$ cat src/rtl/input_conditioner.sv
// Multi-channel button/switch conditioner. Each channel has a synchronizer,
// a debouncer and an auto-repeat generator. All outputs are registered.
//
// Repeat FSM, one per channel:
//   state  | meaning
//   IDLE   | no auto-repeat; wait for an accepted rise with repeat_en high
//   DELAY  | counting the initial hold time before the first repeat pulse
//   REPEAT | pulsing btn_repeat once every REPEAT_PERIOD cycles
module input_conditioner #(
  parameter int CHANNELS      = 5,
  parameter int SYNC_STAGES   = 2,
  parameter int STABLE_CYCLES = 1000000,
  parameter int REPEAT_DELAY  = 50000000,
  parameter int REPEAT_PERIOD = 10000000
) (
  input  logic                clk,
  input  logic                reset,
  input  logic [CHANNELS-1:0] btn_in,
  input  logic [CHANNELS-1:0] repeat_en,
  output logic [CHANNELS-1:0] btn_level,
  output logic [CHANNELS-1:0] btn_rise,
  output logic [CHANNELS-1:0] btn_fall,
  output logic [CHANNELS-1:0] btn_repeat,
  output logic                any_change
);

  // The stability counter only ever holds 0..STABLE_CYCLES-1; the extra +1
  // keeps the width at least one bit when the parameter is 1.
  localparam int SW = $clog2(STABLE_CYCLES + 1);
  localparam logic [SW-1:0] STAB_TC = SW'(STABLE_CYCLES - 1);

  // One counter width serves both the initial delay and the repeat period.
  localparam int RMAX = (REPEAT_DELAY > REPEAT_PERIOD) ? REPEAT_DELAY : REPEAT_PERIOD;
  localparam int RW = $clog2(RMAX + 1);
  localparam logic [RW-1:0] DELAY_TC  = RW'(REPEAT_DELAY - 1);
  localparam logic [RW-1:0] PERIOD_TC = RW'(REPEAT_PERIOD - 1);

  typedef enum logic [1:0] {
    IDLE   = 2'd0,
    DELAY  = 2'd1,
    REPEAT = 2'd2
  } rep_state_t;

  logic [CHANNELS-1:0] rise_nxt;
  logic [CHANNELS-1:0] fall_nxt;

  for (genvar c = 0; c < CHANNELS; c++) begin : g_chan
    logic [SYNC_STAGES-1:0] sync_q;
    logic [SW-1:0]          stab_cnt;
    logic                   level_q;
    logic                   rise_q;
    logic                   fall_q;
    logic                   rep_q;
    rep_state_t             state;
    logic [RW-1:0]          rep_cnt;
    logic                   sample;
    logic                   accept;

    assign sample      = sync_q[SYNC_STAGES-1];
    // Acceptance happens on the edge where the counter would reach STABLE_CYCLES.
    assign accept      = (sample != level_q) && (stab_cnt == STAB_TC);
    assign rise_nxt[c] = accept && !level_q;
    assign fall_nxt[c] = accept && level_q;

    // Synchronizer chain; bit 0 is the first stage to see btn_in.
    always_ff @(posedge clk or posedge reset) begin
      if (reset) sync_q <= '0;
      else       sync_q <= {sync_q[SYNC_STAGES-2:0], btn_in[c]};
    end

    // Debounce: count consecutive disagreeing cycles, toggle level on terminal count.
    always_ff @(posedge clk or posedge reset) begin
      if (reset) begin
        stab_cnt <= '0;
        level_q  <= 1'b0;
        rise_q   <= 1'b0;
        fall_q   <= 1'b0;
      end else begin
        rise_q <= rise_nxt[c];
        fall_q <= fall_nxt[c];
        if (sample == level_q) begin
          stab_cnt <= '0;
        end else if (accept) begin
          stab_cnt <= '0;
          level_q  <= ~level_q;
        end else begin
          stab_cnt <= stab_cnt + SW'(1);
        end
      end
    end

    // Auto-repeat FSM; a fall or dropped enable cancels without a final pulse.
    always_ff @(posedge clk or posedge reset) begin
      if (reset) begin
        state   <= IDLE;
        rep_cnt <= '0;
        rep_q   <= 1'b0;
      end else begin
        rep_q <= 1'b0;
        case (state)
          IDLE: begin
            if (rise_nxt[c] && repeat_en[c]) begin
              state   <= DELAY;
              rep_cnt <= '0;
            end
          end
          DELAY: begin
            if (fall_nxt[c] || !repeat_en[c]) begin
              state   <= IDLE;
              rep_cnt <= '0;
            end else if (rep_cnt == DELAY_TC) begin
              state   <= REPEAT;
              rep_cnt <= '0;
              rep_q   <= 1'b1;
            end else begin
              rep_cnt <= rep_cnt + RW'(1);
            end
          end
          REPEAT: begin
            if (fall_nxt[c] || !repeat_en[c]) begin
              state   <= IDLE;
              rep_cnt <= '0;
            end else if (rep_cnt == PERIOD_TC) begin
              rep_cnt <= '0;
              rep_q   <= 1'b1;
            end else begin
              rep_cnt <= rep_cnt + RW'(1);
            end
          end
          default: begin
            state   <= IDLE;
            rep_cnt <= '0;
          end
        endcase
      end
    end

    assign btn_level[c]  = level_q;
    assign btn_rise[c]   = rise_q;
    assign btn_fall[c]   = fall_q;
    assign btn_repeat[c] = rep_q;
  end

  // Registered alongside rise/fall so it lines up with them exactly.
  always_ff @(posedge clk or posedge reset) begin
    if (reset) any_change <= 1'b0;
    else       any_change <= |(rise_nxt | fall_nxt);
  end

endmodule

$ cat config.mk
export PLATFORM = sky130hd
export DESIGN_NAME = input_conditioner
export DESIGN_NICKNAME = d
export VERILOG_FILES = /design/src/rtl/input_conditioner.sv
export SDC_FILE = /design/constraint.sdc
export NUM_CORES = 1
export LEC_CHECK = 0
export ABC_AREA = 0
export CAP_MARGIN = 0
export CORE_MARGIN = 2
export CORE_UTILIZATION = 50
export CTS_CLUSTER_DIAMETER = 80
export DETAILED_ROUTE_END_ITERATION = 12
export PLACE_DENSITY = 0.66
export SYNTH_ARGS = -nofsm -noshare
export SYNTH_HDL_FRONTEND = slang
export SYNTH_SLANG_ARGS = --single-unit
export TNS_END_PERCENT = 50
$ cat constraint.sdc
create_clock -name clk -period 9.31 [get_ports clk]
set_input_delay 0.931 -clock clk [delete_from_list [all_inputs] [get_ports clk]]
set_output_delay 0.931 -clock clk [all_outputs]
set_load 0.01 [all_outputs]
# == Word-level counts from Yosys, hierarchy flattened ==
# Index checks and enable logic that the tools add are counted.
# totals
register_bits,271
latchBits,0
ram_bits,0
romBits,0
inputBits,12
output_inout_bits,21
word_cells,253
n_memories,0
# op_classes
addsub,10
mul,0
div,0
magnitude_cmp,0
n_eq_ne,50
n_shift,0
mux,90
n_bitwise,11
reduce_logical,51
# ops
cell,n
$mux W26,25
$pmux W26 S3,5
$mux W20,10
$add A26 B1 Y26 const B,5
$eq A26 B24 Y1 const B,5
$eq A26 B26 Y1 const B,5
$add A20 B1 Y20 const B,5
$eq A20 B20 Y1 const B,5
$mux W2,20
$pmux W2 S3,5
$logic_and A1 B1 Y1,20
$mux W1,20
$ne A2 B2 Y1 const B,10
$ne A3 B3 Y1 const B,5
$reduce_and A3 Y1,5
$eq A2 B1 Y1 const B,5
$eq A2 B2 Y1 const B,5
$logic_not A1 Y1,10
$logic_not A2 Y1,5
$not A1 Y1,10
$pmux W1 S2,5
$reduce_and A2 Y1,5
$eq A1 B1 Y1,5
$logic_or A1 B1 Y1,5
other kinds (3),7

# == Longest topological paths before layout ==
# Gate-level depths: netlist of the first run.
# depth
ltp_word,6
ltp_mapped,10
depth_no_buf,7

# == Worst setup path after synthesis of the first run ==
# No wires, ideal clock.
# synth_timing
path_type,reg2reg
from,reg g_chan[2].rep_cnt[18]
to,reg g_chan[2].rep_cnt[13]
setup_ns,0.127
t_arrival_ns,2.557
required_time_ns,9.183
setup_slack_ns,6.626
stages_incl_launch_ff,9
path_buffers,2
synth_period_minus_slack_ns,2.684
path_cell_list,dfrtp_1 or4b_1 or4_1 o41a_1 o21a_1 buf_2 buf_6 a22oi_1 o21ai_1
# synth_via
elab_chain_len,4
word_cells_on_any_way,7
cone_classes,eq/ne (2); mux (5)
# synth_lines
item,line_no,rtl
"start, declared",55,logic [RW-1:0] rep_cnt;
"start signal, assigned",116,rep_cnt <= rep_cnt + RW'(1);
"start signal, assigned",127,rep_cnt <= rep_cnt + RW'(1);
$eq A26 B24 Y1 / $eq A26 B26 Y1 (equally long branches),"123, 111",
"$mux W26, on equally long branches","123, 111",
"$mux W26, on equally long branches","120, 108",
$pmux W26 S3 *,100,case (state)
# Every way passes the cells marked *; elsewhere a longest branch is shown, timed or not.
# A chain may end at the register's enable or synchronous reset.

# == Worst setup path after layout of the first run ==
# layout_timing
from,reg g_chan[1].stab_cnt[6]
to,reg g_chan[1].rep_cnt[11]
# layout_via
elab_chain_len,6
word_cells_on_any_way,10
cone_classes,eq/ne (2); mux (3); reduce/logical (5)
# layout_lines
item,line_no,rtl
"start, declared",49,logic [SW-1:0] stab_cnt;
"start signal, assigned",87,stab_cnt <= stab_cnt + SW'(1);
$eq A20 B20 Y1 *,61,assign accept = (sample != level_q) && (stab_cnt == STAB_TC);
$logic_and A1 B1 Y1 *,61,
$logic_and A1 B1 Y1,63,assign fall_nxt[c] = accept && level_q;
$logic_or A1 B1 Y1,"108, 120",
"$mux W26, on equally long branches","120, 108",
$pmux W26 S3,100,
"end signal, assigned",116,
"end signal, assigned",127,
"end, declared",55,
# Marks and branches as above.

==> impl_table.tex, run 1 <==
\begin{tabular}{lr}
\hline
Metric & Value \\
\hline
\multicolumn{2}{l}{\textbf{Place}} \\
Post-placement cell area & 0.0151 mm2 \\
Weighted congestion at the end of routability-driven global placement & 0.826 \\
Input/output buffers & 32 \\
Half-perimeter wire length of the detailed placement result & 19.5 mm \\
\multicolumn{2}{l}{\textbf{Power}} \\
Power spent charging and discharging nets & 712 uW \\
Net Sw Frac & 25.5\% \\
Pwr Density & 173 mW/mm2 \\
Combinational Power Share & 10.4\% \\
Internal & 2080 uW \\
Power share of the sequential group & 43.7\% \\
Clock network power share & 45.9\% \\
P\_leak & 0.00661 uW \\
Highest ir drop seen on vdd & 0.000137 V \\
\multicolumn{2}{l}{\textbf{Global routing}} \\
Largest net degree at the start of global routing & 142 \\
Met3 capacity usage during global routing & 2.69\% \\
Initial antenna violation count & 0 \\
Met2 track demand over resource & 33.7\% \\
Global-route wire length before repair & 53.1 mm \\
Routing usage on met1 & 28.5\% \\
Layer carrying the most global-route usage & met2 \\
Total global-route track usage & 20.2\% \\
Number of global-route vias before repair & 11000 \\
Overflow left after global routing & 0 \\
\multicolumn{2}{l}{\textbf{STA}} \\
Slew of the pin with the lowest slew margin & 1.18 ns \\
RSZ-0062 raised after global routing & false \\
Total of endpoints with negative setup slack in the final report & 0 \\
Post-route minimum period & 3.55 ns \\
Number of hold violations in the final report & 0 \\
Final Slew Violations & 0 \\
Highest clock rate & 282 MHz \\
Worst clock skew & 0.0121 ns \\
Final Cycle Share & 38.1\% \\
Setup TNS Final & 0 ns \\
Headroom to the max-slew limit & 21.5\% \\
\multicolumn{2}{l}{\textbf{Clock network}} \\
Max Buffers Root-to-Sink & 3 \\
CTS hold repair buffers & 0 \\
CTS tree & built \\
CTS Root Buffer Type & sky130\_fd\_sc\_hd\_\_clkbuf\_16 \\
Clock Pin Slew Worst Setup and Hold Paths & 0.06 ns \\
Number of cells upsized or downsized after cts & 0 \\
Sinks on the clock net & 271 \\
Clock latency reported for the late side of the worst-skew pair & 0.56 ns \\
Number of buffers inserted by post-CTS setup repair & 0 \\
H-Tree Level Count & 1 \\
Number of buffers added by the clock tree synthesis step & 31 \\
\multicolumn{2}{l}{\textbf{Synthesis}} \\
Syn Nets & 1641 \\
Sequential element share of the synthesized area & 46.7\% \\
Number of synthesized register bits & 271 \\
Yosys top cell by area & sky130\_fd\_sc\_hd\_\_dfrtp\_1 \\
Cell variety after synth & 70 \\
Netlist area before placement & 0.0145 mm2 \\
Mean cell area of the mapped netlist & 9.05 um2 \\
Number of warning messages in the yosys log & 0 \\
Top cells by area in the synthesized netlist & sky130\_fd\_sc\_hd\_\_dfrtp\_1 (47\%), sky130\_fd\_sc\_hd\_\_nand3\_1 (6.4\%), sky130\_fd\_sc\_hd\_\_nand2\_1 (5.0\%) \\
Yosys top cell area share & 46.7\% \\
Post-synthesis async set-or-reset flop share & 100\% \\
Post-synth EDFFs & 0 \\
Post-synthesis instance total & 1604 \\
Dominant synthesized flop cell & sky130\_fd\_sc\_hd\_\_dfrtp\_1 \\
\multicolumn{2}{l}{\textbf{Final layout}} \\
Proportion of layout cells with a drive suffix above 1 & 5.15\% \\
Final core utilization & 56.4\% \\
Final antenna diode count & 0 \\
Commonest non-fill, non-tap cell in the layout & sky130\_fd\_sc\_hd\_\_dfrtp\_1 \\
Syn-to-layout area delta & 11.1\% \\
Cell area after layout & 0.0161 mm2 \\
\# nets final & 1644 \\
Top library cells by usage in the layout, fill and taps aside & sky130\_fd\_sc\_hd\_\_dfrtp\_1 (271), sky130\_fd\_sc\_hd\_\_nand2\_1 (193), sky130\_fd\_sc\_hd\_\_nand3\_1 (186) \\
\multicolumn{2}{l}{\textbf{Floorplanning}} \\
Top-level port count & 33 \\
Initial Utilization & 50.7\% \\
Area of the die & 0.0304 mm2 \\
X dimension of the die & 174 um \\
\# rows & 62 \\
Overall die height & 174 um \\
Core Area & 0.0286 mm2 \\
\multicolumn{2}{l}{\textbf{Routing}} \\
Post-Route WL & 30.1 mm \\
Vias per inst & 5.76 \\
1st-pass router iterations & 7 \\
DR vias & 11600 \\
Total DRC errors in the routed layout & 0 \\
Iteration-0 DRC Markers & 790 \\
DRT antenna net count & 0 \\
Detailed-route wire length per cell & 15.0 um \\
\multicolumn{2}{l}{\textbf{Setup path}} \\
Critical Path Start & g\_chan[1].stab\_cnt[6] \\
Worst reg2reg path endpoint & g\_chan[1].rep\_cnt[11] \\
Crit end category & flip-flop \\
Data arrival time of the critical path & 4.03 ns \\
Critical Path Sink & g\_chan[1].rep\_cnt[11] \\
Classification of the worst setup path & reg2reg \\
Worst R2R Start & g\_chan[1].stab\_cnt[6] \\
Register-to-Register Path Depth & 6 \\
Startpoint Class & flip-flop \\
Maximum fanout encountered on the critical timing path & 26 \\
Setup slack on the worst flop-to-flop path & 5.76 ns \\
Data required time of the critical path & 9.80 ns \\
\multicolumn{2}{l}{\textbf{Outcome}} \\
Result of the run & finished, final reports clean \\
\multicolumn{2}{l}{\textbf{Hold path}} \\
Kind of path behind the tightest hold check & reg2reg \\
\multicolumn{2}{l}{\textbf{Flow run}} \\
Max-cap viol count & 0 \\
\hline
\end{tabular}
==> how the worst min path moves through the flow <==
stage | start | endpoint | slack [ns] | depth (start not counted)
2_1_floorplan | g_chan[0].sync_q[0] | g_chan[0].sync_q[1] | 0.33 | 0
6_report | g_chan[1].sync_q[0] | g_chan[1].sync_q[1] | 0.35 | 0
4_1_cts | g_chan[3].sync_q[0] | g_chan[3].sync_q[1] | 0.35 | 0
3_5_place_dp | g_chan[3].sync_q[0] | g_chan[3].sync_q[1] | 0.33 | 0
5_1_grt | g_chan[0].sync_q[0] | g_chan[0].sync_q[1] | 0.36 | 0
3_3_place_gp | g_chan[2].sync_q[0] | g_chan[2].sync_q[1] | 0.33 | 0
==> registers in the layout (all words and copies together), names as in the netlist <==
| signal | cells |
|---|---|
| any_change | 1 |
| g_chan.fall_q | 5 |
| g_chan.level_q | 5 |
| g_chan.rep_cnt | 130 |
| g_chan.rep_q | 5 |
| g_chan.rise_q | 5 |
| g_chan.stab_cnt | 100 |
| g_chan.state | 10 |
| g_chan.sync_q | 10 |
==> layout make-up <==
class                      count  area [um2]
multi-input combinational   1213        7200
timing repair buffer          40         393
tap                          384         480
clock buffer                  38         832
sequential                   271        6780
clock inverter                18         251
fill                        2561       12500
inverter                      50         195
==> synthesized netlist by cell type (4+ instances only) <==
cell	number
sky130_fd_sc_hd__dfrtp_1	271
sky130_fd_sc_hd__nand2_1	193
sky130_fd_sc_hd__nand3_1	186
sky130_fd_sc_hd__nor2_1	146
sky130_fd_sc_hd__o21ai_0	77
sky130_fd_sc_hd__or3_1	55
sky130_fd_sc_hd__nand4_1	53
sky130_fd_sc_hd__inv_1	50
sky130_fd_sc_hd__xor2_1	49
sky130_fd_sc_hd__a21oi_1	46
sky130_fd_sc_hd__xnor2_1	40
sky130_fd_sc_hd__and3_1	39
sky130_fd_sc_hd__clkbuf_1	38
sky130_fd_sc_hd__nor3_1	38
sky130_fd_sc_hd__ha_1	25
sky130_fd_sc_hd__buf_4	21
sky130_fd_sc_hd__nor4_1	21
sky130_fd_sc_hd__or4_1	19
sky130_fd_sc_hd__a21o_1	18
sky130_fd_sc_hd__o311ai_1	18
sky130_fd_sc_hd__nand2b_1	16
sky130_fd_sc_hd__and4_1	15
sky130_fd_sc_hd__o311ai_0	15
sky130_fd_sc_hd__and2_1	11
sky130_fd_sc_hd__buf_2	9
sky130_fd_sc_hd__mux2i_1	9
sky130_fd_sc_hd__o31a_1	9
sky130_fd_sc_hd__nor3b_1	8
sky130_fd_sc_hd__nor4b_1	8
sky130_fd_sc_hd__o31ai_1	8
sky130_fd_sc_hd__or2_2	8
sky130_fd_sc_hd__nand3b_1	5
sky130_fd_sc_hd__o211ai_1	5
sky130_fd_sc_hd__o21ai_1	5
sky130_fd_sc_hd__nor2b_1	4
sky130_fd_sc_hd__o21a_1	4
sky130_fd_sc_hd__o2bb2ai_1	4
sky130_fd_sc_hd__o41ai_1	4
sky130_fd_sc_hd__or4b_1	4
==> critical path, stage by stage (launching register included) <==
cell                      delay [ns]
sky130_fd_sc_hd__dfrtp_1        0.41
sky130_fd_sc_hd__or4_1          0.60
sky130_fd_sc_hd__nor4_4         0.46
sky130_fd_sc_hd__a41oi_2        0.67
sky130_fd_sc_hd__a211o_1        0.74
sky130_fd_sc_hd__or4_1          0.50
sky130_fd_sc_hd__nand3_1        0.10
==> per-stage QoR <==
step,power (uW),worst slack [ns],cells,hold slack [ns]
after floorplan,1450,0.912,1604,0.331
after global placement,1530,5.68,1958,0.333
after detailed placement,1530,5.67,1958,0.335
after CTS,2830,5.71,2014,0.349
after global routing,2920,5.52,2014,0.361
final,2790,5.76,2014,0.346
==> cell families (layout without fill, tap and decap cells) <==
| logic type | after synthesis | count (layout) | synth area share (%) |
|---|---|---|---|
| xor+xnor | 89 | 89 | 5.37 |
| buf+inv | 120 | 146 | 3.78 |
| mux | 12 | 12 | 0.853 |
| compound gates | 242 | 242 | 11.3 |
| simple gates | 845 | 845 | 29.9 |
| fa+ha+maj | 25 | 25 | 2.15 |
| flops | 271 | 271 | 46.7 |
==> power by group through the flow <==
stage	Combinational [uW]	Clock (uW)	Sequential (uW)
2_1_floorplan	215	0	1240
3_3_place_gp	288	0	1240
3_5_place_dp	290	0	1240
4_1_cts	292	1320	1220
5_1_grt	331	1370	1220
6_report	289	1280	1220
==> routing by layer <==
layer	vias up	share of wire (%)	wire length [um]
met5	-	0	0
met4	0	1.8	534
met3	34	3.4	1020
met2	168	46	14000
met1	5599	48	14600
li1	5802	-	-
Note: power is estimated with default switching activity, not from simulation.
==> run 2, diff against run 1 <==
PLACE_DENSITY = 0.69   (was 0.66)
clock period = 3.08 ns   (was 9.31 ns; I/O delays follow)
==> run 2 against run 1 <==
Effect of this change: critical path depth unchanged; hold slack got worse by 0.16 ns; count of clock-buffer cells in the layout increased by 7; largest cell class unchanged.
==> impl_table.tex, run 2 (same netlist as run 1, synthesis figures left out) <==
\begin{tabular}{lr}
\hline
Metric & Value \\
\hline
\multicolumn{2}{l}{\textbf{Global routing}} \\
Layer carrying the most global-route usage & met2 (unchanged) \\
Initial antenna violation count & 0 (unchanged) \\
Total global-route track usage & 20.5\% (was 20.2\%) \\
Met2 track demand over resource & 32.5\% (was 33.7\%) \\
Routing usage on met1 & 29.3\% (was 28.5\%) \\
Global-route wire length before repair & 53.4 mm (was 53.1 mm) \\
Number of global-route vias before repair & 11100 (was 11000) \\
Largest net degree at the start of global routing & 128 (was 142) \\
Met3 capacity usage during global routing & 3.06\% (was 2.69\%) \\
Overflow left after global routing & 0 (unchanged) \\
\multicolumn{2}{l}{\textbf{Routing}} \\
DR vias & 11800 (was 11600) \\
DRT antenna net count & 0 (unchanged) \\
Vias per inst & 5.78 (was 5.76) \\
Total DRC errors in the routed layout & 0 (unchanged) \\
Detailed-route wire length per cell & 15.0 um (about the same) \\
1st-pass router iterations & 5 (was 7) \\
Post-Route WL & 30.5 mm (was 30.1 mm) \\
Iteration-0 DRC Markers & 830 (was 790) \\
\multicolumn{2}{l}{\textbf{Final layout}} \\
Final antenna diode count & 0 (unchanged) \\
Syn-to-layout area delta & 12.0\% (was 11.1\%) \\
Final core utilization & 56.8\% (was 56.4\%) \\
Number of flip-flops under the largest register name & 130 (unchanged) \\
Cell area after layout & 0.0163 mm2 (was 0.0161 mm2) \\
Top library cells by usage in the layout, fill and taps aside & sky130\_fd\_sc\_hd\_\_dfrtp\_1 (271), sky130\_fd\_sc\_hd\_\_nand2\_1 (193), sky130\_fd\_sc\_hd\_\_nand3\_1 (186) (unchanged) \\
Register with the highest flop count & g\_chan.rep\_cnt (unchanged) \\
Proportion of layout cells with a drive suffix above 1 & 6.47\% (was 5.15\%) \\
\# nets final & 1670 (was 1644) \\
Largest registers ranked by flip-flop count & g\_chan.rep\_cnt x130, g\_chan.stab\_cnt x100 (unchanged) \\
Commonest non-fill, non-tap cell in the layout & sky130\_fd\_sc\_hd\_\_dfrtp\_1 (unchanged) \\
\multicolumn{2}{l}{\textbf{Place}} \\
Weighted congestion at the end of routability-driven global placement & 0.835 (was 0.826) \\
Input/output buffers & 32 (unchanged) \\
Post-placement cell area & 0.0153 mm2 (was 0.0151 mm2) \\
Half-perimeter wire length of the detailed placement result & 20.4 mm (was 19.5 mm) \\
\multicolumn{2}{l}{\textbf{Floorplanning}} \\
Overall die height & 174 um (unchanged) \\
X dimension of the die & 174 um (unchanged) \\
\# rows & 62 (unchanged) \\
Area of the die & 0.0304 mm2 (unchanged) \\
Initial Utilization & 50.7\% (unchanged) \\
Core Area & 0.0286 mm2 (unchanged) \\
Top-level port count & 33 (unchanged) \\
\multicolumn{2}{l}{\textbf{Power}} \\
Tot Pwr & 8160 uW (was 2790 uW) \\
Pwr Density & 502 mW/mm2 (was 173 mW/mm2) \\
Highest ir drop seen on vdd & 0.000449 V (was 0.000137 V) \\
P\_leak & 0.00668 uW (was 0.00661 uW) \\
\multicolumn{2}{l}{\textbf{Clock network}} \\
Sinks on the clock net & 271 (unchanged) \\
Number of buffers inserted by post-CTS setup repair & 0 (unchanged) \\
Clock Pin Slew Worst Setup and Hold Paths & 0.06 ns (about the same) \\
Clock latency reported for the late side of the worst-skew pair & 0.56 ns (about the same) \\
Max Buffers Root-to-Sink & 3 (unchanged) \\
CTS hold repair buffers & 0 (unchanged) \\
H-Tree Level Count & 1 (unchanged) \\
Number of cells upsized or downsized after cts & 0 (unchanged) \\
Number of buffers added by the clock tree synthesis step & 30 (was 31) \\
CTS tree & built (unchanged) \\
CTS Root Buffer Type & sky130\_fd\_sc\_hd\_\_clkbuf\_16 (unchanged) \\
\multicolumn{2}{l}{\textbf{Setup path}} \\
Startpoint Class & flip-flop (unchanged) \\
Worst path bufs/invs & 0 (unchanged) \\
Crit end category & flip-flop (unchanged) \\
Library cell contributing the largest single delay on the critical path & sky130\_fd\_sc\_hd\_\_or4\_1 (was sky130\_fd\_sc\_hd\_\_a211o\_1) \\
Data required time of the critical path & 3.49 ns (was 9.80 ns) \\
Max incr delay on CP & 0.69 ns (was 0.74 ns) \\
Data arrival time of the critical path & 3.35 ns (was 4.03 ns) \\
Maximum fanout encountered on the critical timing path & 19 (was 26) \\
Most used cell along the critical path & sky130\_fd\_sc\_hd\_\_or4\_1 (unchanged) \\
Classification of the worst setup path & reg2reg (unchanged) \\
Critical Path, Cell by Cell & or4\_1 > or4\_1 > o311a\_1 > o21a\_1 > nand3\_1 > o311ai\_1 (was or4\_1 > nor4\_4 > a41oi\_2 > a211o\_1 > or4\_1 > nand3\_1) \\
Kind of cell with the highest combined delay on the critical path & simple AND/OR/NAND/NOR gates (unchanged) \\
Setup slack on the worst flop-to-flop path & 0.14 ns (was 5.76 ns) \\
\multicolumn{2}{l}{\textbf{STA}} \\
Total of endpoints with negative setup slack in the final report & 0 (unchanged) \\
Final Slew Violations & 0 (unchanged) \\
Setup TNS Final & 0 ns (unchanged) \\
Worst clock skew & 0.00724 ns (was 0.0121 ns) \\
Final worst hold slack & 0.190 ns (was 0.346 ns) \\
Number of hold violations in the final report & 0 (unchanged) \\
Highest clock rate & 341 MHz (was 282 MHz) \\
Final Cycle Share & 95.3\% (was 38.1\%) \\
Post-route minimum period & 2.94 ns (was 3.55 ns) \\
Headroom to the max-slew limit & 50.8\% (was 21.5\%) \\
Slew of the pin with the lowest slew margin & 0.730 ns (was 1.18 ns) \\
RSZ-0062 raised after global routing & false (unchanged) \\
\multicolumn{2}{l}{\textbf{Hold path}} \\
Kind of path behind the tightest hold check & in2reg (was reg2reg) \\
\multicolumn{2}{l}{\textbf{Outcome}} \\
Result of the run & finished, final reports clean (unchanged) \\
\multicolumn{2}{l}{\textbf{Flow run}} \\
Max-cap viol count & 0 (unchanged) \\
\hline
\end{tabular}
## run 2: cell types whose count changed in the layout (fill, tap and decap cells not counted), moves of 3 or more
| cell | previous run | this run |
|---|---|---|
| sky130_fd_sc_hd__buf_4 | 7 | 31 |
| sky130_fd_sc_hd__bufinv_16 | 6 | 1 |
| sky130_fd_sc_hd__clkbuf_8 | 3 | 7 |
| sky130_fd_sc_hd__clkinv_2 | 8 | 4 |
| sky130_fd_sc_hd__buf_12 | 1 | 4 |
| sky130_fd_sc_hd__clkbuf_1 | 4 | 7 |
## run 2: per-stage QoR
step | setup WS, ns | instances
2_1_floorplan | -0.809 | 1604
3_3_place_gp | 0.204 | 1985
3_5_place_dp | 0.142 | 1985
4_1_cts | 0.135 | 2038
5_1_grt | 0.00766 | 2038
6_report | 0.144 | 2038
## run 2: final timing paths
path	startpoint	end	cells after the start
setup reg to reg	g_chan[0].stab_cnt[7]	g_chan[0].rep_cnt[17]	6
setup / recovery	g_chan[0].stab_cnt[7]	g_chan[0].rep_cnt[17]	6
max in group asynchronous	reset	g_chan[2].rep_cnt[12]	3
hold / removal	btn_in[4]	g_chan[4].sync_q[0]	1
hold reg to reg	g_chan[2].sync_q[0]	g_chan[2].sync_q[1]	0
min in group asynchronous	reset	g_chan[0].stab_cnt[2]	3
## run 2: cell type report
type,instances,area (um2)
fill,2523,12400
multi-input combinational,1213,7210
sequential,271,6780
clock buffer,45,898
timing repair buffer,67,633
tap,384,480
inverter,50,191
clock inverter,8,72.6
## run 2: worst register-to-register path, stage by stage, from the launching register on
cell	delay, ns
sky130_fd_sc_hd__dfrtp_1	0.40
sky130_fd_sc_hd__or4_1	0.51
sky130_fd_sc_hd__or4_1	0.69
sky130_fd_sc_hd__o311a_1	0.47
sky130_fd_sc_hd__o21a_1	0.38
sky130_fd_sc_hd__nand3_1	0.21
sky130_fd_sc_hd__o311ai_1	0.13
## run 2: where the power goes
group          internal [uW]  switching (uW)
registers               3630            62.1
clock network           2080            1420
logic                    320             654
total                   6020            2140
## run 2: metal layers
metal	wire, um	part of all wire [%]
met5	0	0
met4	729	2.4
met3	1050	3.4
met2	14000	46
met1	14700	48
==> run 3, diff against run 2 <==
CORE_UTILIZATION = 57   (was 50)
PLACE_DENSITY = 0.77   (was 0.69)
==> run 3 against run 2 <==
Effect of this change: global-route usage rose by 2.8 points; highest routed layer unchanged; maximum frequency rose by 0.35%; via count rose by 0.86%; critical path type unchanged.
==> impl_table.tex, run 3 (same netlist as run 1, synthesis figures left out) <==
\begin{tabular}{lr}
\hline
Metric & Value \\
\hline
\multicolumn{2}{l}{\textbf{Flow run}} \\
Max-cap viol count & 0 (unchanged) \\
\multicolumn{2}{l}{\textbf{STA}} \\
Highest clock rate & 342 MHz (was 341 MHz) \\
Post-route minimum period & 2.93 ns (was 2.94 ns) \\
Final worst hold slack & 0.194 ns (was 0.190 ns) \\
RSZ-0062 raised after global routing & true (was false) \\
Number of hold violations in the final report & 0 (unchanged) \\
Total of endpoints with negative setup slack in the final report & 0 (unchanged) \\
Worst clock skew & 0.0104 ns (was 0.00724 ns) \\
Slew of the pin with the lowest slew margin & 0.773 ns (was 0.730 ns) \\
Final Slew Violations & 0 (unchanged) \\
Headroom to the max-slew limit & 47.9\% (was 50.8\%) \\
Setup TNS Final & 0 ns (unchanged) \\
Final Cycle Share & 95.0\% (was 95.3\%) \\
\multicolumn{2}{l}{\textbf{Global routing}} \\
Total global-route track usage & 23.3\% (was 20.5\%) \\
Global-route wire length before repair & 53.0 mm (was 53.4 mm) \\
Initial antenna violation count & 0 (unchanged) \\
Largest net degree at the start of global routing & 54 (was 128) \\
Overflow left after global routing & 0 (unchanged) \\
Number of global-route vias before repair & 11300 (was 11100) \\
\multicolumn{2}{l}{\textbf{Routing}} \\
Uppermost layer routed & met4 (unchanged) \\
DRT antenna net count & 0 (unchanged) \\
Met1 layer wirelength in the final routing & 14.0 mm (was 14.7 mm) \\
Iteration-0 DRC Markers & 733 (was 830) \\
1st-pass router iterations & 5 (unchanged) \\
DR vias & 11900 (was 11800) \\
Detail Route met3 WL & 1.22 mm (was 1.05 mm) \\
Total DRC errors in the routed layout & 0 (unchanged) \\
Detailed-route wire length per cell & 15.3 um (was 15.0 um) \\
Total length of routed met2 wires & 14.5 mm (was 14.0 mm) \\
Post-Route WL & 30.3 mm (was 30.5 mm) \\
Vias per inst & 5.99 (was 5.78) \\
\multicolumn{2}{l}{\textbf{Hold path}} \\
Kind of path behind the tightest hold check & in2async (was in2reg) \\
\multicolumn{2}{l}{\textbf{Floorplanning}} \\
X dimension of the die & 164 um (was 174 um) \\
Core Area & 0.0251 mm2 (was 0.0286 mm2) \\
Top-level port count & 33 (unchanged) \\
\# rows & 58 (was 62) \\
Overall die height & 164 um (was 174 um) \\
Area of the die & 0.0268 mm2 (was 0.0304 mm2) \\
Initial Utilization & 57.8\% (was 50.7\%) \\
\multicolumn{2}{l}{\textbf{Setup path}} \\
Data required time of the critical path & 3.51 ns (was 3.49 ns) \\
Library cell contributing the largest single delay on the critical path & sky130\_fd\_sc\_hd\_\_or4\_1 (unchanged) \\
Max incr delay on CP & 0.68 ns (was 0.69 ns) \\
Classification of the worst setup path & reg2reg (unchanged) \\
Critical Path, Cell by Cell & or4\_1 > or4\_1 > o311a\_1 > o21ai\_0 > o21ai\_0 > a21o\_1 (was or4\_1 > or4\_1 > o311a\_1 > o21a\_1 > nand3\_1 > o311ai\_1) \\
Data arrival time of the critical path & 3.36 ns (was 3.35 ns) \\
Startpoint Class & flip-flop (unchanged) \\
Worst path bufs/invs & 0 (unchanged) \\
Critical Path Start & g\_chan[0].stab\_cnt[7] (unchanged) \\
Setup slack on the worst flop-to-flop path & 0.15 ns (was 0.14 ns) \\
Crit end category & flip-flop (unchanged) \\
Maximum fanout encountered on the critical timing path & 8 (was 19) \\
Worst R2R Start & g\_chan[0].stab\_cnt[7] (unchanged) \\
Kind of cell with the highest combined delay on the critical path & compound AO/OA/AOI/OAI gates (was simple AND/OR/NAND/NOR gates) \\
\multicolumn{2}{l}{\textbf{Clock network}} \\
H-Tree Level Count & 1 (unchanged) \\
Clock latency reported for the late side of the worst-skew pair & 0.54 ns (was 0.56 ns) \\
Number of buffers inserted by post-CTS setup repair & 0 (unchanged) \\
Max Buffers Root-to-Sink & 3 (unchanged) \\
CTS Root Buffer Type & sky130\_fd\_sc\_hd\_\_clkbuf\_16 (unchanged) \\
Sinks on the clock net & 271 (unchanged) \\
Clock Pin Slew Worst Setup and Hold Paths & 0.06 ns (about the same) \\
CTS tree & built (unchanged) \\
Number of buffers added by the clock tree synthesis step & 29 (was 30) \\
\multicolumn{2}{l}{\textbf{Final layout}} \\
Proportion of layout cells with a drive suffix above 1 & 6.65\% (was 6.47\%) \\
Register with the highest flop count & g\_chan.rep\_cnt (unchanged) \\
\# nets final & 1668 (was 1670) \\
Register area & 0.00678 mm2 (unchanged) \\
Number of flip-flops under the largest register name & 130 (unchanged) \\
Largest registers ranked by flip-flop count & g\_chan.rep\_cnt x130, g\_chan.stab\_cnt x100 (unchanged) \\
Filler cells & 2073 (was 2523) \\
Area taken by multi-input logic gates & 0.00722 mm2 (was 0.00721 mm2) \\
Final antenna diode count & 0 (unchanged) \\
Top library cells by usage in the layout, fill and taps aside & sky130\_fd\_sc\_hd\_\_dfrtp\_1 (271), sky130\_fd\_sc\_hd\_\_nand2\_1 (193), sky130\_fd\_sc\_hd\_\_nand3\_1 (186) (unchanged) \\
Syn-to-layout area delta & 12.1\% (was 12.0\%) \\
Commonest non-fill, non-tap cell in the layout & sky130\_fd\_sc\_hd\_\_dfrtp\_1 (unchanged) \\
\multicolumn{2}{l}{\textbf{Place}} \\
Weighted congestion at the end of routability-driven global placement & 0.848 (was 0.835) \\
Half-perimeter wire length of the detailed placement result & 20.5 mm (was 20.4 mm) \\
Input/output buffers & 32 (unchanged) \\
\multicolumn{2}{l}{\textbf{Power}} \\
Internal & 6230 uW (was 6020 uW) \\
Pwr Density & 515 mW/mm2 (was 502 mW/mm2) \\
Power share of the sequential group & 44.0\% (was 45.2\%) \\
Tot Pwr & 8380 uW (was 8160 uW) \\
Clock network power share & 44.4\% (was 42.9\%) \\
Combinational Power Share & 11.6\% (was 11.9\%) \\
P\_leak & 0.00673 uW (was 0.00668 uW) \\
Net Sw Frac & 25.7\% (was 26.2\%) \\
Power spent charging and discharging nets & 2150 uW (was 2140 uW) \\
Highest ir drop seen on vdd & 0.000479 V (was 0.000449 V) \\
\multicolumn{2}{l}{\textbf{Outcome}} \\
Result of the run & finished, final reports clean (unchanged) \\
\hline
\end{tabular}
==> run 3: changes by cell type in the layout (fill, tap and decap cells not counted), sizes merged <==
cell / previous run / this run
clkinv: 4 / 6
bufinv: 1 / 5
buf: 35 / 34
clkbuf: 45 / 38
inv: 49 / 50
==> run 3: layer usage <==
layer | vias to the layer above | track usage (%)
met5 | - | 0
met4 | 0 | 5.46
met3 | 42 | 2.79
met2 | 231 | 39.1
met1 | 5760 | 32.5
li1 | 5855 | -
==> run 3: worst paths after layout <==
path / endpoint / depth (start not counted)
worst max-delay path: g_chan[0].rep_cnt[13] / 6
worst min-delay path: g_chan[4].rep_cnt[14] / 2
worst max register to register: g_chan[0].rep_cnt[13] / 6
worst min register to register: g_chan[2].sync_q[1] / 0
max in group asynchronous: g_chan[3].rep_cnt[17] / 3
min in group clk: g_chan[0].sync_q[0] / 1
==> run 3: power by group through the flow <==
stage,sequential [uW],combinational (uW),clock (uW)
6_report,3690,973,3720
3_5_place_dp,3750,960,0
3_3_place_gp,3750,932,0
4_1_cts,3690,968,3800
5_1_grt,3700,1100,3980
2_1_floorplan,3740,651,0
==> run 3: final cells by class <==
type	count	area share (%)
multi-input cells	1213	44.3
flip-flops and latches	271	41.7
clock buffers	38	5.03
repair buffers	66	3.92
well taps	330	2.54
clock inverters	15	1.34
inverters	50	1.18
==> run 3: worst register-to-register path, delay by kind of cell, from the launching register on <==
kind | cells | cell delay (ns)
flip-flops | 1 | 0.41
AO/OA/AOI/OAI | 4 | 1.21
AND/OR/NAND/NOR | 2 | 1.19
==> run 3: stage by stage <==
step	instances	instance area, um2	setup slack (ns)	utilization (%)
6_report	1983	16300	0.154	64.8
5_1_grt	1983	16300	-0.00409	64.8
4_1_cts	1983	16300	0.0964	64.8
3_5_place_dp	1930	15200	0.124	60.6
3_3_place_gp	1930	15200	0.204	60.6
2_1_floorplan	1604	14500	-0.809	-
==> run 3: timing repair <==
item,CTS,global route
hold buffers,0,0
resized for setup,0,3
endpoints found under the setup margin,0,13
